## config.mk

```make
export PLATFORM = sky130hd
export DESIGN_NAME = fpu_float_to_int_seq
export DESIGN_NICKNAME = d
export VERILOG_FILES = /design/src/rtl/fpu_f2i_pkg.sv /design/src/rtl/fpu_f2i_align.sv /design/src/rtl/fpu_float_to_int_seq.sv
export SDC_FILE = /design/constraint.sdc
export NUM_CORES = 1
export LEC_CHECK = 0
export ABC_AREA = 1
export ABC_CLOCK_PERIOD_IN_PS = 3600
export BUFFER_PORTS_ARGS = -buffer_cell sky130_fd_sc_hd__buf_2
export CORE_UTILIZATION = 55
export DETAILED_ROUTE_END_ITERATION = 8
export PLACE_DENSITY_LB_ADDON = 0.2
export SYNTH_ARGS = -nofsm -noshare
export SYNTH_HDL_FRONTEND = slang
export SYNTH_SLANG_ARGS = --single-unit
export TNS_END_PERCENT = 30
```

## constraint.sdc

```tcl
create_clock -name clk -period 3.6 [get_ports clk]
set_input_delay 0.18 -clock clk [delete_from_list [all_inputs] [get_ports clk]]
set_output_delay 0.18 -clock clk [all_outputs]
set_load 0.01 [all_outputs]
```

## src/rtl/fpu_f2i_pkg.sv

```systemverilog
// Shared types and constants for the half-precision to 32-bit integer converter.
package fpu_f2i_pkg;

    // Half-precision field layout
    localparam int unsigned STD  = 15;  // float width minus 1
    localparam int unsigned MAN  = 9;   // stored mantissa MSB index
    localparam int unsigned EXP  = 4;   // exponent field MSB index
    localparam int unsigned BIAS = 15;  // exponent bias

    // Rounding modes; encodings 101-111 fall through to truncation
    localparam logic [2:0] RM_RNE = 3'b000;
    localparam logic [2:0] RM_RTZ = 3'b001;
    localparam logic [2:0] RM_RDN = 3'b010;
    localparam logic [2:0] RM_RUP = 3'b011;
    localparam logic [2:0] RM_RMM = 3'b100;

    // Saturation results for invalid conversions
    localparam logic [31:0] INT_MAX  = 32'h7FFF_FFFF;
    localparam logic [31:0] INT_MIN  = 32'h8000_0000;
    localparam logic [31:0] UINT_MAX = 32'hFFFF_FFFF;

    typedef enum logic [1:0] {
        StIdle,
        StAlign,
        StRound,
        StDone
    } f2i_state_e;

endpackage

```

## src/rtl/fpu_f2i_align.sv

```systemverilog
// Combinational alignment of the half-precision significand to an integer
// magnitude with guard, round and sticky bits.
module fpu_f2i_align
    import fpu_f2i_pkg::*;
(
    input  logic              [MAN+1:0] sig,
    input  logic signed       [5:0]     e,
    output logic              [31:0]    mag,
    output logic                        g,
    output logic                        r,
    output logic                        s
);

    logic [5:0]  lsh;
    logic [5:0]  rsh;
    logic [22:0] ext;

    // Left shift for integral values, capped right shift otherwise; the 12 zero
    // bits below the significand hold every shifted-out bit when rsh <= 12.
    always_comb begin
        mag = '0;
        g   = 1'b0;
        r   = 1'b0;
        s   = 1'b0;
        ext = '0;
        lsh = 6'(e - 6'sd10);
        rsh = 6'(6'sd10 - e);
        if (e >= 6'sd10) begin
            mag = {21'b0, sig} << lsh;
        end else begin
            if (rsh > 6'd12) begin
                rsh = 6'd12;
            end
            ext = {sig, 12'b0} >> rsh;
            mag = {21'b0, ext[22:12]};
            g   = ext[11];
            r   = ext[10];
            s   = |ext[9:0];
        end
    end

endmodule

```

## src/rtl/fpu_float_to_int_seq.sv

```systemverilog
// Multi-cycle half-precision to 32-bit signed/unsigned integer converter
// (FCVT.W.H / FCVT.WU.H) with valid/ready handshakes on both sides.
// Optional accrued flags are enabled by defining FPU_F2I_ACCRUED_FLAGS_EN.
module fpu_float_to_int_seq
    import fpu_f2i_pkg::*;
(
    input  logic         clk,
    input  logic         rst_l,
    input  logic         in_valid,
    output logic         in_ready,
    input  logic [STD:0] in_float,
    input  logic [2:0]   in_rm,
    input  logic         in_signed,
    output logic         out_valid,
    input  logic         out_ready,
    output logic [31:0]  out_int,
    output logic         out_invalid,
    output logic         out_inexact,
    output logic         acc_invalid,
    output logic         acc_inexact,
    input  logic         acc_clear
);

    f2i_state_e state_q, state_d;

    logic [STD:0]      op_q;
    logic [2:0]        rm_q;
    logic              sgn_q;
    logic [31:0]       mag_q;
    logic              g_q, r_q, s_q;
    logic [31:0]       int_q;
    logic              nv_q, nx_q;

    logic [EXP:0]      exp_f;
    logic [MAN:0]      man_f;
    logic              neg;
    logic [MAN+1:0]    sig;
    logic signed [5:0] e;
    logic [31:0]       al_mag;
    logic              al_g, al_r, al_s;

    logic              inc;
    logic              nx_raw;
    logic [31:0]       rounded;
    logic [31:0]       res_int;
    logic              res_nv, res_nx;

    assign exp_f = op_q[STD-1:MAN+1];
    assign man_f = op_q[MAN:0];
    assign neg   = op_q[STD];
    // Hidden bit is clear for zero and subnormals
    assign sig   = {|exp_f, man_f};
    assign e     = {1'b0, exp_f} - 6'(BIAS);

    fpu_f2i_align u_align (
        .sig (sig),
        .e   (e),
        .mag (al_mag),
        .g   (al_g),
        .r   (al_r),
        .s   (al_s)
    );

    // State register; reset aborts any operation in flight
    always_ff @(posedge clk or negedge rst_l) begin
        if (!rst_l) begin
            state_q <= StIdle;
        end else begin
            state_q <= state_d;
        end
    end

    // Next-state logic and handshake outputs
    always_comb begin
        state_d   = state_q;
        in_ready  = 1'b0;
        out_valid = 1'b0;
        unique case (state_q)
            StIdle: begin
                in_ready = 1'b1;
                if (in_valid) state_d = StAlign;
            end
            StAlign: state_d = StRound;
            StRound: state_d = StDone;
            StDone: begin
                out_valid = 1'b1;
                if (out_ready) state_d = StIdle;
            end
            default: state_d = StIdle;
        endcase
    end

    // Rounding, sign application and special-case results
    always_comb begin
        nx_raw = g_q | r_q | s_q;
        case (rm_q)
            RM_RNE:  inc = g_q & (r_q | s_q | mag_q[0]);
            RM_RDN:  inc = neg & nx_raw;
            RM_RUP:  inc = ~neg & nx_raw;
            RM_RMM:  inc = g_q;
            default: inc = 1'b0;
        endcase
        rounded = mag_q + 32'(inc);
        res_int = '0;
        res_nv  = 1'b0;
        res_nx  = 1'b0;
        if (&exp_f) begin
            res_nv = 1'b1;
            if ((|man_f) || !neg) begin
                res_int = sgn_q ? INT_MAX : UINT_MAX;
            end else begin
                res_int = sgn_q ? INT_MIN : '0;
            end
        end else if (neg && !sgn_q) begin
            // Negative to unsigned: invalid unless it rounds to zero
            if (rounded != '0) begin
                res_nv = 1'b1;
            end else begin
                res_nx = nx_raw;
            end
        end else begin
            res_int = neg ? (~rounded + 32'd1) : rounded;
            res_nx  = nx_raw;
        end
    end

    // Datapath registers: operand capture, alignment, result
    always_ff @(posedge clk or negedge rst_l) begin
        if (!rst_l) begin
            op_q  <= '0;
            rm_q  <= '0;
            sgn_q <= 1'b0;
            mag_q <= '0;
            g_q   <= 1'b0;
            r_q   <= 1'b0;
            s_q   <= 1'b0;
            int_q <= '0;
            nv_q  <= 1'b0;
            nx_q  <= 1'b0;
        end else begin
            if (state_q == StIdle && in_valid) begin
                op_q  <= in_float;
                rm_q  <= in_rm;
                sgn_q <= in_signed;
            end
            if (state_q == StAlign) begin
                mag_q <= al_mag;
                g_q   <= al_g;
                r_q   <= al_r;
                s_q   <= al_s;
            end
            if (state_q == StRound) begin
                int_q <= res_int;
                nv_q  <= res_nv;
                nx_q  <= res_nx;
            end
        end
    end

    assign out_int     = int_q;
    assign out_invalid = nv_q;
    assign out_inexact = nx_q;

`ifdef FPU_F2I_ACCRUED_FLAGS_EN
    // Sticky flags accumulated on each output handshake; clear wins
    always_ff @(posedge clk or negedge rst_l) begin
        if (!rst_l) begin
            acc_invalid <= 1'b0;
            acc_inexact <= 1'b0;
        end else if (acc_clear) begin
            acc_invalid <= 1'b0;
            acc_inexact <= 1'b0;
        end else if (out_valid && out_ready) begin
            acc_invalid <= acc_invalid | nv_q;
            acc_inexact <= acc_inexact | nx_q;
        end
    end
`else
    logic unused_acc_clear;
    assign unused_acc_clear = acc_clear;
    assign acc_invalid      = 1'b0;
    assign acc_inexact      = 1'b0;
`endif

endmodule
```

==> flow_metrics.py, run 1 <==
metrics = {
    "global_route": {
        "grt_start_max_net_pins": 71,
        "grtUsageMet3": 0.0324,
        "grt_first_pass_wirelength_mm": 31.3,
        "groute.usage.overall": 0.296,
        "number_of_antenna_violations_at_the_first_check_in_global_routing": 0,
        "gr-usage-met2": 0.506,
        "globalRoute.totalOverflow": 0,
        "global_route.peak_usage_layer": "met2",
        "groute.layer.met1.usage": 0.367,
        "vias_in_the_first_global_route": 6532,
    },
    "synth": {
        "synth_top_family_by_area": "simple AND/OR/NAND/NOR gates",
        "synth_compound_area_frac": 0.148,
        "synthesis.yosys.warnings": 0,
        "yosys_most_used_dff": "dfrtp_1",
        "post_synth_xor_area_fraction": 0.0320,
        "yosys-top-cells-count": "nand2_1 (240), nor2_1 (129), inv_1 (102), nand3_1 (99), dfrtp_1 (91)",
        "synthArstFlopShare": 1.00,
        "ys_seq_elements": 91,
        "adder_and_majority_cell_fraction_of_the_synthesized_area": 0.0275,
        "post-synth-top-area-fraction": 0.313,
        "avg_synthesized_cell_area_um2": 6.77,
        "synth-edff-count": 0,
        "synthMostInstantiatedCell": "nand2_1",
        "synth.mux.area_fraction": 0.0155,
        "syn-cell-area_um2": 7270,
        "synth_unique_cells": 52,
        "cell_types_with_the_largest_area_share_after_synthesis": "dfrtp_1 (31%), nand2_1 (12%), nand3_1 (6.8%)",
        "cell_taking_the_most_area_after_synthesis": "dfrtp_1",
        "synth-simple-area-share": 0.376,
        "postSynthCellCount": 1074,
        "ys_seq_area_frac": 0.313,
    },
    "setup_path": {
        "path_max_fanout": 5,
        "crit_path_max_incr_delay_ps": 400,
        "cp.buffers_inverters": 0,
        "critical_path_cell_by_cell": "o41ai_2 > ha_2 > ha_1 > nand3_4 > nor2_4 > nand2_4 > nor2_8 > nand2_4 > nor2_8 > xor2_2 > nor2_1 > nand2_2 > nor2_4 > nand3b_4 > nand2_4 > nand2_1 > nand2_1 > nand3_1 > a21oi_1",
        "timing.critical_path.mode_cell": "nand2_4",
        "regToRegSetupSlack_ps": 250,
        "timing_worst_setup_path_type": "register to register",
        "r2r-end": "out_int[25]",
        "timing.critical_path.slowest_stage_cell": "dfrtp_1",
        "crit_path_start_kind": "register",
        "cp_delay_by_family_top": "simple AND/OR/NAND/NOR gates",
        "worstReg2RegStart": "rm_q[1]",
        "setup.worst_path.end_class": "register",
        "cell_depth_of_the_worst_setup_path": 19,
        "cp.required_ps": 3880,
        "r2r_cells": 19,
        "crit_arrival_ps": 3630,
    },
    "hold_path": {
        "hold-path-endpoint": "rm_q[1]",
        "min_path_type": "input pin to register",
        "min-delay-start": "in_rm[1]",
        "worstHoldPathCells": 2,
    },
    "outcome": {
        "outcome": "finished clean",
    },
    "drt": {
        "routed-via-count": 7176,
        "detailed_routing_iterations_pass_1": 5,
        "wire_per_inst_um": 14.9,
        "drc_errors": 0,
        "finalWirelength_mm": 19.3,
        "detail_route.iter0.violations": 570,
        "postRouteAntennaNets": 0,
        "drt-vias-per-instance": 5.54,
    },
    "floorplanning": {
        "std_cell_rows": 41,
        "die_area_um2": 13700,
        "fp.coreArea_um2": 12800,
        "dieHeight_um": 117,
        "initial_core_util": 0.569,
        "dieWidth_um": 117,
        "design.portCount": 63,
    },
    "clock_network": {
        "clk_pin_slew_ps": 70,
        "cts_setup_buffers": 0,
        "htree_num_levels": 3,
        "cts-root-to-sink-buffers": 2,
        "clk_latency_ps": 350,
        "cts_root_buf": "clkbuf_16",
        "numCtsBuffers": 9,
        "tritoncts": "done",
        "clock-sinks": 91,
    },
    "finish": {
        "final_util": 0.634,
        "syn2layout_area_growth_pct": 11.4,
        "final_layout_size_suffix_gt1_frac": 0.151,
        "antenna-diode-count": 0,
        "layout.cell_area.non_filler_um2": 8100,
        "nNetsFinal": 1159,
    },
    "sta": {
        "timing_hold_violations_final": 0,
        "rsz_0062_raised_after_global_routing": "false",
        "min_period_ps": 3350,
        "worst_hold_slack_ps": 60.1,
        "fmax_mhz": 299,
        "final_worst_path_cycle_share": 0.929,
        "max_slew.worst_pin.slew_ps": 883,
        "fin_skew_ps": 10.4,
        "setup_tns_ps": 0,
        "max_slew_margin": 0.412,
        "maxSlewViolCount": 0,
        "finalSetupViolations": 0,
    },
    "placed_design": {
        "hpwlAfterDp_mm": 14.9,
        "portBuffers": 59,
        "finalWeightedCongestion": 0.968,
        "placed_area_um2": 7730,
    },
    "run": {
        "max_cap_violations": 0,
    },
}
-- layout make-up --
class / count / area (um2)
clock buffers: 10 / 239
clock inverters: 6 / 68.8
fillers: 1242 / 4670
inverters: 111 / 427
multi-input cells: 825 / 4410
flip-flops and latches: 91 / 2280
well taps: 172 / 215
repair buffers: 80 / 458
-- worst register-to-register path: stages, from the launching register on --
cell      delay (ps)
dfrtp_1          400
o41ai_2          370
ha_2             290
ha_1             240
nand3_4          130
nor2_4           150
nand2_4          100
nor2_8           140
nand2_4          100
nor2_8           140
xor2_2           100
nor2_1           300
nand2_2          110
nor2_4           150
nand3b_4         100
nand2_4           90
nand2_1           60
nand2_1           60
nand3_1          120
a21oi_1          160
-- registers in the layout, indices dropped and copies added (netlist names), 2 cells and up --
name,count
out_int,32
state_q,2
mag_q,32
op_q,16
rm_q,3
-- layer usage --
layer  routed length [um]  vias to the layer above
met5                    0                        -
met4                  905                        0
met3                  814                       66
met2                 9220                      234
met1                 8370                     3231
li1                     -                     3645
-- timing repair --
item	4_1_cts	5_1_grt
gates resized for setup	0	14
endpoints found under the hold margin	69	0
hold buffers	1	0
endpoints found under the setup margin	0	22
-- worst max path at each step --
stage / endpoint / start / slack (ps)
floorplan: s_q / op_q[10] / 70
global placement: s_q / op_q[10] / 220
detailed placement: s_q / op_q[10] / 190
CTS: s_q / op_q[10] / 160
global route: s_q / op_q[10] / 30
finish: out_int[25] / rm_q[1] / 250
-- through the flow --
step | worst slack [ps] | instances
final | 254 | 1295
after floorplan | 68.7 | 1075
after global placement | 223 | 1278
after global routing | 27.3 | 1295
after CTS | 159 | 1295
after detailed placement | 186 | 1278
-- logic make-up (layout without fill, tap and decap cells) --
kind of cell / after synthesis / count (layout)
adders and majority gates: 16 / 16
buffers and inverters: 159 / 207
other: 1 / 2
xor gates and xnor gates: 24 / 24
muxes: 11 / 11
and+or+nand+nor: 578 / 578
DFF: 91 / 91
AOI/OAI and AO/OA: 194 / 194
-- layout by cell type (no fill, tap or decap), types with 3 or more instances in the layout --
| cell type | n |
|---|---|
| ha_1 | 14 |
| clkinv_2 | 3 |
| nor4_1 | 6 |
| buf_2 | 58 |
| nor3_1 | 21 |
| nand2_4 | 3 |
| o211ai_1 | 6 |
| nand2_1 | 240 |
| nand3_2 | 4 |
| nor2_2 | 6 |
| nand4_1 | 23 |
| clkbuf_16 | 9 |
| xor2_2 | 5 |
| a21oi_1 | 83 |
| inv_1 | 100 |
| dfrtp_1 | 89 |
| inv_6 | 3 |
| nand2_2 | 11 |
| buf_4 | 21 |
| a22oi_1 | 10 |
| nor3_2 | 7 |
| nor2_1 | 127 |
| a31oi_1 | 3 |
| nor2_4 | 6 |
| o21ai_1 | 5 |
| mux2i_1 | 9 |
| xor2_1 | 19 |
| inv_2 | 6 |
| o21ai_0 | 58 |
| o22ai_1 | 17 |
| o21bai_1 | 3 |
| nand3_1 | 99 |
| a21oi_2 | 3 |
| nand3b_1 | 10 |
| clkinvlp_4 | 3 |
| nand3_4 | 4 |
Power of run 1 is not shown: default switching activity piles up to over one toggle a cycle in this logic, so the estimate is an artifact.
==> run 2: changes to the inputs <==
- CORE_UTILIZATION: 55 -> 35
==> run 2 against run 1 <==
- setup slack got worse by 35 ps
- via count decreased by 1.4%
- clock-buffer cell count unchanged
- die area increased by 56%
- maximum frequency decreased by 1.0%
- largest cell class unchanged
==> flow_metrics.py, run 2 (synthesis gave the netlist of run 1 again) <==
metrics = {
    "floorplanning": {
        "initial_core_util": 0.358,
        "fp.coreArea_um2": 20300,
        "die_area_um2": 21400,
        "design.portCount": 63,
        "std_cell_rows": 52,
        "dieHeight_um": 146,
        "dieWidth_um": 146,
    },
    "placed_design": {
        "hpwlAfterDp_mm": 16.9,
        "portBuffers": 59,
        "finalWeightedCongestion": 0.920,
    },
    "drt": {
        "finalWirelength_mm": 21.3,
        "drt-vias-per-instance": 5.08,
        "routed-via-count": 7072,
        "wire_per_inst_um": 15.3,
        "detail_route.iter0.violations": 445,
        "drc_errors": 0,
        "detailed_routing_iterations_pass_1": 6,
        "postRouteAntennaNets": 0,
    },
    "global_route": {
        "number_of_antenna_violations_at_the_first_check_in_global_routing": 0,
        "vias_in_the_first_global_route": 6636,
        "grt_first_pass_wirelength_mm": 35.2,
        "groute.usage.overall": 0.207,
        "grt_start_max_net_pins": 56,
        "globalRoute.totalOverflow": 0,
    },
    "sta": {
        "max_slew.worst_pin.slew_ps": 998,
        "finalSetupViolations": 0,
        "fin_skew_ps": 8.85,
        "final_worst_path_cycle_share": 0.939,
        "timing_hold_violations_final": 0,
        "fmax_mhz": 296,
        "max_slew_margin": 0.333,
        "maxSlewViolCount": 0,
        "min_period_ps": 3380,
        "setup_tns_ps": 0,
        "rsz_0062_raised_after_global_routing": "true",
    },
    "setup_path": {
        "crit_path_start_kind": "register",
        "timing_worst_setup_path_type": "register to register",
        "cp.required_ps": 3840,
        "critical_path.startpoint": "r_q",
        "r2r_cells": 17,
        "r2r-end": "out_int[20]",
        "crit_arrival_ps": 3620,
        "path_max_fanout": 4,
        "setup.worst_path.end_class": "register",
        "worstReg2RegStart": "r_q",
        "regToRegSetupSlack_ps": 220,
    },
    "finish": {
        "antenna-diode-count": 0,
        "syn2layout_area_growth_pct": 13.0,
        "final_common_cell": "nand2_1",
        "fill_cell_instance_count_of_the_final_layout": 2221,
        "nNetsFinal": 1159,
        "layout_common_cells": "nand2_1 (240), nor2_1 (129), inv_1 (100), nand3_1 (99), dfrtp_1 (89)",
        "final_layout_size_suffix_gt1_frac": 0.148,
    },
    "hold_path": {
        "worstHoldPathCells": 2,
        "min_path_type": "input pin to register",
        "min-delay-start": "in_rm[1]",
        "hold-path-endpoint": "rm_q[1]",
    },
    "clock_network": {
        "cts-root-to-sink-buffers": 2,
        "cts_root_buf": "clkbuf_16",
        "clk_pin_slew_ps": 70,
        "tritoncts": "done",
        "numCtsBuffers": 9,
        "clk_latency_ps": 360,
        "clock-sinks": 91,
        "htree_num_levels": 3,
    },
    "run": {
        "max_cap_violations": 0,
    },
    "outcome": {
        "outcome": "finished clean",
    },
}
==> run 2: timing repair <==
item,in CTS,in global routing
resized for setup,0,10
endpoints found under the hold margin,54,0
setup buffers,0,0
hold buffers,1,0
endpoints found under the setup margin,0,13
==> run 2: worst max-delay path: stages, from the launching register on <==
cell	delay, ps
dfrtp_1	410
nor4_1	340
o41ai_2	100
ha_2	210
ha_1	320
inv_1	100
ha_1	180
inv_1	60
nor3_2	230
nand2_1	70
nor2_1	210
nand3_2	140
nor2_2	180
nand4_1	200
o21ai_0	250
a21oi_1	90
o21ai_0	90
a21oi_1	80
==> run 2: how the worst max path moves through the flow <==
stage | end | slack, ps
after global routing | out_int[22] | -60
after floorplan | s_q | 70
after detailed placement | s_q | 220
after global placement | s_q | 210
after CTS | s_q | 190
final | out_int[20] | 220
==> run 2: layer usage <==
metal  vias up  GRT usage  routed length, um
li1       3654          -                  -
met1      3226      0.277               9890
met3        28     0.0331                792
met2       164      0.343              10200
met5         -          0                  0
met4         0     0.0583                411
==> run 2: metrics by stage <==
step	hold WS (ps)	setup slack [ps]	cell area, um2	std cells	util
after floorplan	-116	68.7	7280	1075	-
after global placement	278	207	7850	1376	0.387
after detailed placement	280	219	7850	1376	0.387
after CTS	44.8	189	8180	1393	0.403
after global routing	40.4	-56.2	8220	1393	0.405
final	51.8	219	8220	1393	0.405
==> run 2: area by class of cell <==
class	count	area (um2)	area share
clock buffer	10	239	0.0291
clock inverter	6	78.8	0.00959
inverter	111	427	0.0519
multi-input combinational	825	4400	0.535
sequential	91	2280	0.277
tap	270	338	0.0411
timing repair buffer	80	458	0.0557
Power of run 2 is left out for the same reason.
